File: src/rtl/pacman_mover.sv
// pacman_mover: grid position/direction generator for the Pac-Man sprite.
//
// Every STEP_PERIOD frame ticks (ce) the mover tries one grid step. It first
// probes the buffered joystick direction, if one is held, and otherwise the
// current heading. If a buffered turn is blocked, it falls back to the
// current heading. A blocked turn request stays buffered and is retried on
// later steps.
//
// Build option: define PACMAN_TUNNEL_EN to make the horizontal borders wrap
// (left at BORDER_X_MIN -> BORDER_X_MAX, right at BORDER_X_MAX -> BORDER_X_MIN).
// Vertical borders always block.
//
// Ports:
//   clk        - clock
//   reset_n    - synchronous active-low reset
//   ce         - frame tick, one clk wide
//   joy_valid  - joystick request strobe
//   joy_dir    - requested direction (0 up, 1 left, 2 down, 3 right)
//   map_x/y    - maze map probe address (registered)
//   map_wall   - wall flag for (map_x, map_y), valid the cycle after the address
//   xpos/ypos  - current grid cell
//   direction  - current heading
//   moving     - last step advanced the position
//   step_done  - one-cycle pulse when a step resolves
module pacman_mover #(
    parameter int unsigned BORDER_X_MIN = 1,
    parameter int unsigned BORDER_X_MAX = 28,
    parameter int unsigned BORDER_Y_MIN = 1,
    parameter int unsigned BORDER_Y_MAX = 28,
    parameter int unsigned START_X      = 2,
    parameter int unsigned START_Y      = 2,
    parameter int unsigned START_DIR    = 3,
    parameter int unsigned STEP_PERIOD  = 8
) (
    input  logic       clk,
    input  logic       reset_n,
    input  logic       ce,
    input  logic       joy_valid,
    input  logic [1:0] joy_dir,
    output logic [4:0] map_x,
    output logic [4:0] map_y,
    input  logic       map_wall,
    output logic [4:0] xpos,
    output logic [4:0] ypos,
    output logic [1:0] direction,
    output logic       moving,
    output logic       step_done
);

    localparam int unsigned POS_W = 5;
    localparam int unsigned EXT_W = 6;
    localparam int unsigned CNT_W = 8;
    localparam int unsigned DIR_W = 2;

    localparam logic [DIR_W-1:0] DIR_UP    = 2'd0;
    localparam logic [DIR_W-1:0] DIR_LEFT  = 2'd1;
    localparam logic [DIR_W-1:0] DIR_DOWN  = 2'd2;
    localparam logic [DIR_W-1:0] DIR_RIGHT = 2'd3;

    localparam logic [EXT_W-1:0] X_MIN = EXT_W'(BORDER_X_MIN);
    localparam logic [EXT_W-1:0] X_MAX = EXT_W'(BORDER_X_MAX);
    localparam logic [EXT_W-1:0] Y_MIN = EXT_W'(BORDER_Y_MIN);
    localparam logic [EXT_W-1:0] Y_MAX = EXT_W'(BORDER_Y_MAX);

    localparam logic [CNT_W-1:0] STEP_LAST = CNT_W'(STEP_PERIOD - 1);

    typedef enum logic [2:0] {
        S_IDLE,
        S_ADDR_A,
        S_READ_A,
        S_ADDR_B,
        S_READ_B
    } state_t;

    state_t             state, state_d;
    logic [CNT_W-1:0]   step_cnt, step_cnt_d;
    logic [DIR_W-1:0]   pend_dir, pend_dir_d;
    logic               pend_v, pend_v_d;
    logic [DIR_W-1:0]   snap_a, snap_a_d;
    logic [DIR_W-1:0]   snap_b, snap_b_d;
    logic               a_from_pend, a_from_pend_d;
    logic [POS_W-1:0]   xpos_d, ypos_d;
    logic [POS_W-1:0]   map_x_d, map_y_d;
    logic [DIR_W-1:0]   direction_d;
    logic               moving_d;
    logic               step_done_d;

    logic               trigger_c;
    logic               pend_clr_c;
    logic [DIR_W-1:0]   probe_dir_c;
    logic [EXT_W-1:0]   next_x_c, next_y_c;
    logic               in_border_c;
    logic               free_c;

    // Direction being probed: the primary candidate in the A states, the
    // current heading in the fallback states.
    assign probe_dir_c = (state == S_ADDR_B || state == S_READ_B) ? snap_b : snap_a;

    // Next cell at 6 bits so a step below 0 or above 31 is caught by the border test.
    always_comb begin
        next_x_c = {1'b0, xpos};
        next_y_c = {1'b0, ypos};
        case (probe_dir_c)
            DIR_UP:   next_y_c = {1'b0, ypos} - EXT_W'(1);
            DIR_LEFT: next_x_c = {1'b0, xpos} - EXT_W'(1);
            DIR_DOWN: next_y_c = {1'b0, ypos} + EXT_W'(1);
            default:  next_x_c = {1'b0, xpos} + EXT_W'(1);
        endcase
`ifdef PACMAN_TUNNEL_EN
        if (probe_dir_c == DIR_LEFT && {1'b0, xpos} == X_MIN) begin
            next_x_c = X_MAX;
        end
        if (probe_dir_c == DIR_RIGHT && {1'b0, xpos} == X_MAX) begin
            next_x_c = X_MIN;
        end
`endif
        in_border_c = (next_x_c >= X_MIN) && (next_x_c <= X_MAX) &&
                      (next_y_c >= Y_MIN) && (next_y_c <= Y_MAX);
    end

    assign free_c    = in_border_c && !map_wall;
    assign trigger_c = ce && (step_cnt == STEP_LAST);

    // Next-state and next-output logic.
    always_comb begin
        state_d       = state;
        step_cnt_d    = step_cnt;
        pend_dir_d    = pend_dir;
        pend_v_d      = pend_v;
        snap_a_d      = snap_a;
        snap_b_d      = snap_b;
        // A newer joystick request replaces the snapshotted one, so it must
        // not be cleared when the older request commits.
        a_from_pend_d = a_from_pend && !joy_valid;
        xpos_d        = xpos;
        ypos_d        = ypos;
        direction_d   = direction;
        moving_d      = moving;
        map_x_d       = map_x;
        map_y_d       = map_y;
        step_done_d   = 1'b0;
        pend_clr_c    = 1'b0;

        // Free-running step counter; a trigger outside IDLE is simply lost.
        if (ce) begin
            step_cnt_d = trigger_c ? '0 : step_cnt + CNT_W'(1);
        end

        case (state)
            S_IDLE: begin
                if (trigger_c) begin
                    snap_a_d      = pend_v ? pend_dir : direction;
                    snap_b_d      = direction;
                    a_from_pend_d = pend_v && !joy_valid;
                    state_d       = S_ADDR_A;
                end
            end
            S_ADDR_A: begin
                map_x_d = next_x_c[POS_W-1:0];
                map_y_d = next_y_c[POS_W-1:0];
                state_d = S_READ_A;
            end
            S_READ_A: begin
                if (free_c) begin
                    xpos_d      = next_x_c[POS_W-1:0];
                    ypos_d      = next_y_c[POS_W-1:0];
                    direction_d = snap_a;
                    moving_d    = 1'b1;
                    pend_clr_c  = a_from_pend;
                    step_done_d = 1'b1;
                    state_d     = S_IDLE;
                end else if (snap_a == snap_b) begin
                    moving_d    = 1'b0;
                    step_done_d = 1'b1;
                    state_d     = S_IDLE;
                end else begin
                    state_d = S_ADDR_B;
                end
            end
            S_ADDR_B: begin
                map_x_d = next_x_c[POS_W-1:0];
                map_y_d = next_y_c[POS_W-1:0];
                state_d = S_READ_B;
            end
            S_READ_B: begin
                if (free_c) begin
                    xpos_d      = next_x_c[POS_W-1:0];
                    ypos_d      = next_y_c[POS_W-1:0];
                    direction_d = snap_b;
                    moving_d    = 1'b1;
                end else begin
                    moving_d    = 1'b0;
                end
                step_done_d = 1'b1;
                state_d     = S_IDLE;
            end
            default: begin
                state_d = S_IDLE;
            end
        endcase

        // Joystick beats a same-cycle clear: the newest request always survives.
        if (joy_valid) begin
            pend_v_d   = 1'b1;
            pend_dir_d = joy_dir;
        end else if (pend_clr_c) begin
            pend_v_d   = 1'b0;
        end
    end

    // State and output registers.
    always_ff @(posedge clk) begin
        if (!reset_n) begin
            state       <= S_IDLE;
            step_cnt    <= '0;
            pend_dir    <= '0;
            pend_v      <= 1'b0;
            snap_a      <= '0;
            snap_b      <= '0;
            a_from_pend <= 1'b0;
            xpos        <= POS_W'(START_X);
            ypos        <= POS_W'(START_Y);
            direction   <= DIR_W'(START_DIR);
            moving      <= 1'b0;
            step_done   <= 1'b0;
            map_x       <= '0;
            map_y       <= '0;
        end else begin
            state       <= state_d;
            step_cnt    <= step_cnt_d;
            pend_dir    <= pend_dir_d;
            pend_v      <= pend_v_d;
            snap_a      <= snap_a_d;
            snap_b      <= snap_b_d;
            a_from_pend <= a_from_pend_d;
            xpos        <= xpos_d;
            ypos        <= ypos_d;
            direction   <= direction_d;
            moving      <= moving_d;
            step_done   <= step_done_d;
            map_x       <= map_x_d;
            map_y       <= map_y_d;
        end
    end

endmodule

File: config.mk
export PLATFORM = sky130hd
export DESIGN_NAME = pacman_mover
export DESIGN_NICKNAME = d
export VERILOG_FILES = /design/src/rtl/pacman_mover.sv
export SDC_FILE = /design/constraint.sdc
export NUM_CORES = 1
export LEC_CHECK = 0
export ABC_AREA = 0
export CORE_MARGIN = 4
export CORE_UTILIZATION = 30
export CTS_CLUSTER_DIAMETER = 50
export DETAILED_ROUTE_END_ITERATION = 8
export DONT_BUFFER_PORTS = 1
export MAX_ROUTING_LAYER = met4
export PLACE_DENSITY_LB_ADDON = 0.08
export SETUP_SLACK_MARGIN = 0.5
export SLEW_MARGIN = 20
export SYNTH_ARGS = -nofsm -noshare
export SYNTH_HDL_FRONTEND = slang
export SYNTH_SLANG_ARGS = --single-unit
File: constraint.sdc
create_clock -name clk -period 4.14 [get_ports clk]
set_clock_uncertainty 0.15 [all_clocks]
set_input_delay 0.414 -clock clk [delete_from_list [all_inputs] [get_ports clk]]
set_output_delay 0.414 -clock clk [all_outputs]
set_load 0.01 [all_outputs]
==> results of run 1 <==
-- layer usage --
metal	vias up	track usage [%]	share of wire, %
li1	965	-	-
met1	889	18.7	50
met2	33	21.6	45
met3	7	3.75	4.6
met4	0	3.55	1.0
met5	-	-	0
-- final timing paths --
path | depth (start not counted) | start | slack [ns] | to
worst min register to register | 2 | pend_dir[1] | 0.36 | pend_dir[1]
worst max register to register | 15 | state[2] | 0.36 | xpos[1]
worst min-delay path | 1 | joy_valid | 0.02 | a_from_pend
worst max-delay path | 15 | state[2] | 0.36 | xpos[1]
-- through the flow --
stage | cell area [um2] | util (%) | power [W]
floorplan | 2350 | - | 0.000445
global placement | 2470 | 33.6 | 0.000447
detailed placement | 2470 | 33.6 | 0.000447
CTS | 2680 | 36.3 | 0.000794
global route | 2720 | 36.9 | 0.000817
finish | 2720 | 36.9 | 0.000782
-- cell type report --
| cell class | instances | area [um2] |
|---|---|---|
| repair buffers | 19 | 146 |
| well taps | 99 | 124 |
| clock buffers | 5 | 68.8 |
| flip-flops and latches | 43 | 862 |
| multi-input cells | 202 | 1460 |
| fillers | 775 | 4650 |
| inverters | 4 | 15.0 |
| clock inverters | 3 | 46.3 |
-- synth_stat cells, drive strengths merged, types with 2 or more instances --
cell    number  area [um2]
a211oi       9        67.6
a21oi       14        77.6
a311oi       2        17.5
and2         4        27.5
and4         2        20.0
buf          5        46.3
clkbuf       9        33.8
dfxtp       43         861
ha           6        75.1
inv          3        11.3
mux2i       13         134
nand2       26        97.6
nand2b       4        25.0
nand3        7        35.0
nand3b       4        30.0
nand4        3        18.8
nand4b       2        17.5
nor2        35         131
nor3         4        20.0
nor4         4        37.5
nor4b        2        32.5
o211ai       4        30.0
o21ai       11        55.1
o31ai        2        15.0
or2          2        12.5
or3          4        25.0
or3b         2        17.5
xnor2       12         105
xor2         7        61.3
-- where the power goes --
group / internal [W] / switching (W) / leakage (nW)
Combinational: 0.00000765 / 0.00000996 / 0.551
Sequential: 0.000417 / 0.00000292 / 0.348
Clock: 0.000182 / 0.000163 / 0.0548
Total: 0.000606 / 0.000176 / 0.953
-- cells in the final DEF (no fill, tap or decap), types with 2 or more instances in the layout --
cell type and count:
sky130_fd_sc_hd__a211oi_1 9, sky130_fd_sc_hd__a21oi_1 9, sky130_fd_sc_hd__a21oi_2 4, sky130_fd_sc_hd__a311oi_1 2, sky130_fd_sc_hd__and2_1 2, sky130_fd_sc_hd__and2_4 2
sky130_fd_sc_hd__buf_4 18, sky130_fd_sc_hd__clkbuf_8 5, sky130_fd_sc_hd__dfxtp_1 42, sky130_fd_sc_hd__ha_1 4, sky130_fd_sc_hd__inv_1 3, sky130_fd_sc_hd__mux2i_1 12
sky130_fd_sc_hd__nand2_1 25, sky130_fd_sc_hd__nand2b_1 2, sky130_fd_sc_hd__nand2b_4 2, sky130_fd_sc_hd__nand3_1 7, sky130_fd_sc_hd__nand3b_1 4, sky130_fd_sc_hd__nand4_1 3
sky130_fd_sc_hd__nand4b_1 2, sky130_fd_sc_hd__nor2_1 35, sky130_fd_sc_hd__nor3_1 4, sky130_fd_sc_hd__nor4_2 2, sky130_fd_sc_hd__o211ai_1 4, sky130_fd_sc_hd__o21ai_0 8
sky130_fd_sc_hd__o21ai_1 3, sky130_fd_sc_hd__o31ai_1 2, sky130_fd_sc_hd__or3_1 4, sky130_fd_sc_hd__xnor2_1 10, sky130_fd_sc_hd__xnor2_2 2, sky130_fd_sc_hd__xor2_1 7
-- repair_timing --
| item | in CTS | in global routing |
|---|---|---|
| endpoints found under the setup margin | 17 | 17 |
| buffers inserted | 5 | 2 |
| gates resized for setup | 9 | 5 |
| pin swaps | 10 | 5 |
| cloned | 0 | 0 |
-- sequential cells by signal, indices dropped and copies added (netlist names) --
register / count
step_cnt: 8
map_x: 5
map_y: 5
xpos: 5
ypos: 5
state: 3
direction: 2
pend_dir: 2
snap_a: 2
snap_b: 2
a_from_pend: 1
moving: 1
pend_v: 1
step_done: 1
-- logic make-up (layout without fill, tap and decap cells) --
| logic type | Yosys count | count (layout) | synth area share [%] |
|---|---|---|---|
| flip-flops | 43 | 43 | 37.3 |
| buffers and inverters | 18 | 31 | 4.12 |
| multiplexers | 14 | 14 | 6.29 |
| AO/OA/AOI/OAI | 52 | 52 | 15.2 |
| XOR/XNOR | 19 | 19 | 7.21 |
| adder cells (fa/ha/maj) | 7 | 7 | 4.12 |
| AND/OR/NAND/NOR | 110 | 110 | 25.7 |
==> run_results.csv, run 1 <==
group,metric,value,unit
timing,fin_worst_hold_slack,0.0191,ns
critical_path,crit_arrival,3.81,ns
timing,rsz0062_at_grt,"true",
logic_synthesis,synth-main-ff-cell,"sky130_fd_sc_hd__dfxtp_1",
clock_network,cts-htree-levels,2,
critical_path,timing.critical_path.cells,"or3b_4 > and3b_4 > or2_4 > nand2b_4 > fa_2 > buf_4 > xor2_1 > and2_1 > and4_1 > nor4_2 > o211ai_1 > nor4b_4 > buf_6 > and2_4 > o211ai_1",
min_path,hold_path.class,"in2reg",
die,floorplan.die.width,95.7,um
timing,slew-limit-headroom,42.4,%
critical_path,crit_required,4.17,ns
die,dieHeight,95.7,um
timing,setup_total_negative_slack,0,ns
logic_synthesis,synth_cell_types,56,
timing,timing.final.hold_violations,0,
run_status,outcome,"completed",
placement,dpl_worst_slack,0.181,ns
cells_and_area,synthToLayoutAreaGrowth,17.8,%
timing,final_max_slew_viol_count,0,
die,coreArea,7370,um2
global_routing,pin_count_of_the_biggest_net_entering_global_routing,27,
detailed_routing,antenna_violating_nets_post_route,0,
critical_path,cp_slowest_stage_delay,0.39,ns
logic_synthesis,postSynthNetCount,277,
detailed_routing,route.vias.total,1894,
logic_synthesis,ys_seq_area_share,37.3,%
global_routing,groute.usage.overall,14.2,%
die,die_area,9160,um2
critical_path,cp-end-kind,"register",
power_and_ir_drop,power_per_cell_area,288,nW/um2
cells_and_area,diodes,0,
global_routing,grt_antenna_before_repair,0,
cells_and_area,layout-drive-gt1-share,19.9,%
logic_synthesis,synth.ff_latch_count,43,
clock_network,numClockSinks,43,
cells_and_area,fin_nets,289,
critical_path,critPathLaunchType,"register",
global_routing,global_route_overflow,0,
die,std_cell_rows,31,
critical_path,cell_type_group_with_the_largest_total_delay_on_the_critical_path,"simple AND/OR/NAND/NOR gates",
die,io_pins,31,
placement,place.port_buffers,0,
critical_path,critPathMaxFanout,8,
clock_network,cts.path.max_buffers,2,
clock_network,hold_buffers,0,
timing,fin_crit,3.78,ns
global_routing,grt_pass1_wl,9690,um
timing,max_freq,0.264,GHz
clock_network,buffer_cell_driving_the_clock_tree_root,"sky130_fd_sc_hd__clkbuf_8",
cells_and_area,final_cell_count_no_fill,375,
placement,numPlacedInstances,360,
detailed_routing,dr.pass1.iters,4,
placement,detailed_place_hpwl,4190,um
flow_run,max_cap_violations,0,
detailed_routing,drt-vias-per-instance,5.05,
global_routing,first_global_vias,1811,
timing,setup_slack,0.359,ns
critical_path,worst-setup-path-type,"reg2reg",
timing,tightestPinTransition,0.859,ns
clock_network,tritoncts.num_buffers,5,
detailed_routing,drt_wirelength,5920,um
logic_synthesis,synth_edf_count,0,
clock_network,tritoncts_clock_tree,"built",
clock_network,clk_pin_slew,0.10,ns
power_and_ir_drop,leakage,0.953,nW
logic_synthesis,synth_async_sr_flop_share,0,%
critical_path,crit_buf_inv,2,
logic_synthesis,syn_area,2310,um2
critical_path,slowest_stage_cell_crit_path,"sky130_fd_sc_hd__or3b_4",
timing,finalCritPeriodShare,91.3,%
placement,gpl.final_weighted_congestion,0.791,
logic_synthesis,post_synth.cell_area_avg,8.77,um2
logic_synthesis,yosysWarningCount,0,
critical_path,critical-path-top-cell-by-count,"sky130_fd_sc_hd__o211ai_1",
timing,final_setup_vio_count,0,
detailed_routing,drt_first_iter_violations,52,
detailed_routing,route.detailed.wl_per_inst,15.8,um
detailed_routing,detail_route.drc_violations,0,
logic_synthesis,syn-instance-count,263,
die,initial_core_utilization,31.3,%
power_and_ir_drop,max-vdd-ir-drop,0.000128,V
clock_network,worst_skew_pair_later_pin_latency,0.31,ns
Power figures use the tool's default switching activity.
==> run 2: changes to the inputs <==
--- a/config.mk
+++ b/config.mk
@@ -7,12 +7,13 @@
 export LEC_CHECK = 0
 export ABC_AREA = 0
 export CORE_MARGIN = 4
-export CORE_UTILIZATION = 30
+export CORE_UTILIZATION = 40
 export CTS_CLUSTER_DIAMETER = 50
 export DETAILED_ROUTE_END_ITERATION = 8
 export DONT_BUFFER_PORTS = 1
+export HOLD_SLACK_MARGIN = 0.02
 export MAX_ROUTING_LAYER = met4
-export PLACE_DENSITY_LB_ADDON = 0.08
+export PLACE_DENSITY = 0.59
 export SETUP_SLACK_MARGIN = 0.5
 export SLEW_MARGIN = 20
 export SYNTH_ARGS = -nofsm -noshare
==> run_results.csv, run 2 (synthesis results as in run 1) <==
group,metric,value,unit
placement,detailed_place_hpwl,3760,um
clock_network,tritoncts.num_buffers,5,
global_routing,first_global_vias,1804,
die,coreArea,5540,um2
clock_network,cts.path.max_buffers,2,
clock_network,clk_pin_slew,0.09,ns
critical_path,critPathLaunchType,"register",
cells_and_area,fin_nets,293,
timing,timing.final.hold_violations,0,
cells_and_area,top_library_cells_by_usage_in_the_layout_fill_and_taps_aside,"sky130_fd_sc_hd__dfxtp_1 (41), sky130_fd_sc_hd__nor2_1 (35), sky130_fd_sc_hd__nand2_1 (25), sky130_fd_sc_hd__buf_4 (17), sky130_fd_sc_hd__mux2i_1 (12)",
global_routing,groute.usage.overall,16.4,%
detailed_routing,antenna_violating_nets_post_route,0,
cells_and_area,synthToLayoutAreaGrowth,18.2,%
cells_and_area,flip_flop_count_of_the_largest_register_after_layout,8,
clock_network,buffer_cell_driving_the_clock_tree_root,"sky130_fd_sc_hd__clkbuf_8",
die,floorplan.die.width,83.9,um
die,io_pins,31,
global_routing,global_route_overflow,0,
run_status,outcome,"completed",
timing,fin_crit,3.81,ns
die,initial_core_utilization,41.6,%
cells_and_area,max_flop_register,"step_cnt",
detailed_routing,drt_wirelength,5470,um
placement,place.port_buffers,0,
detailed_routing,route.detailed.wl_per_inst,15.5,um
timing,tightestPinTransition,0.806,ns
clock_network,numClockSinks,43,
clock_network,tritoncts_clock_tree,"built",
power_and_ir_drop,max-vdd-ir-drop,0.000234,V
global_routing,grt_antenna_before_repair,0,
critical_path,crit_required,4.17,ns
timing,final_max_slew_viol_count,0,
cells_and_area,final_cell_count_no_fill,352,
timing,slew-limit-headroom,45.9,%
timing,max_freq,0.263,GHz
detailed_routing,drt_first_iter_violations,91,
detailed_routing,detail_route.drc_violations,0,
global_routing,grt_pass1_wl,9160,um
detailed_routing,dr.pass1.iters,6,
critical_path,worst-setup-path-type,"reg2reg",
cells_and_area,diodes,0,
power_and_ir_drop,power_per_cell_area,266,nW/um2
die,dieHeight,83.9,um
timing,finalCritPeriodShare,91.9,%
flow_run,max_cap_violations,0,
timing,rsz0062_at_grt,"true",
timing,fin_worst_hold_slack,0.0569,ns
cells_and_area,mostFrequentLayoutCell,"sky130_fd_sc_hd__dfxtp_1",
clock_network,cts-htree-levels,2,
die,die_area,7050,um2
detailed_routing,route.vias.total,1900,
min_path,hold_path.class,"in2reg",
critical_path,critPathMaxFanout,5,
critical_path,crit_arrival,3.84,ns
timing,final_setup_vio_count,0,
global_routing,pin_count_of_the_biggest_net_entering_global_routing,27,
clock_network,worst_skew_pair_later_pin_latency,0.29,ns
placement,numPlacedInstances,332,
critical_path,cp-end-kind,"register",
power_and_ir_drop,finalPower,0.000726,W
die,std_cell_rows,27,
cells_and_area,layout-drive-gt1-share,21.1,%
timing,setup_total_negative_slack,0,ns
detailed_routing,drt-vias-per-instance,5.40,
power_and_ir_drop,leakage,0.971,nW
placement,gpl.final_weighted_congestion,0.890,
==> run 2: worst max-delay path, stage by stage (launching register included) <==
cell and delay, ns:
sky130_fd_sc_hd__dfxtp_2 0.33, sky130_fd_sc_hd__or3b_4 0.42, sky130_fd_sc_hd__and3b_4 0.20, sky130_fd_sc_hd__or2_4 0.23
sky130_fd_sc_hd__nand2b_4 0.18, sky130_fd_sc_hd__fa_2 0.37, sky130_fd_sc_hd__a21o_1 0.19, sky130_fd_sc_hd__a21oi_2 0.14
sky130_fd_sc_hd__xnor2_1 0.09, sky130_fd_sc_hd__and4_1 0.20, sky130_fd_sc_hd__nor4_2 0.24, sky130_fd_sc_hd__o211ai_1 0.18
sky130_fd_sc_hd__nor4b_4 0.30, sky130_fd_sc_hd__buf_4 0.16, sky130_fd_sc_hd__buf_4 0.11, sky130_fd_sc_hd__and2_4 0.14
sky130_fd_sc_hd__o211ai_1 0.07
==> run 2: final cells by class <==
| type | count | area (um2) |
|---|---|---|
| Fill cell | 514 | 2810 |
| Multi-Input combinational cell | 202 | 1470 |
| Sequential cell | 43 | 863 |
| Timing Repair Buffer | 23 | 193 |
| Tap cell | 72 | 90.1 |
| Clock buffer | 6 | 82.6 |
| Clock inverter | 2 | 16.3 |
| Inverter | 4 | 15.0 |
==> run 2: per-layer routing <==
metal	vias to the layer above	global-route usage (%)	share of wire (%)
met2	41	24.4	45
met3	4	3.85	4.2
met5	-	-	0
met4	0	3.51	0.64
li1	972	-	-
met1	883	22.6	51
==> run 2: path summary, 6_finish.rpt <==
check | start | slack [ns] | end | cells past startpoint
max | state[0] | 0.33 | xpos[1] | 16
min | reset_n | 0.06 | direction[0] | 1
max reg2reg | state[0] | 0.33 | xpos[1] | 16
min reg2reg | pend_dir[1] | 0.35 | pend_dir[1] | 2
==> run 2: timing repair <==
item	CTS	global route
gates resized for setup	15	6
setup buffers	7	3
hold endpoints to repair	0	2
hold buffers	0	2
setup endpoints to repair	17	17
pin swaps	12	5
==> run 2: through the flow <==
step | cell area, um2 | util, % | setup WS, ns
5_1_grt | 2730 | 49.2 | 0.113
2_1_floorplan | 2350 | - | 0.257
6_report | 2730 | 49.2 | 0.335
3_5_place_dp | 2430 | 43.9 | 0.122
3_3_place_gp | 2430 | 43.9 | 0.191
4_1_cts | 2660 | 48.1 | 0.308
==> run 2: where the power goes <==
part	leakage (nW)	switching, W	internal [W]
Combinational	0.575	0.0000104	0.00000891
Clock	0.0474	0.000151	0.000136
Sequential	0.349	0.00000290	0.000417
Total	0.971	0.000164	0.000562
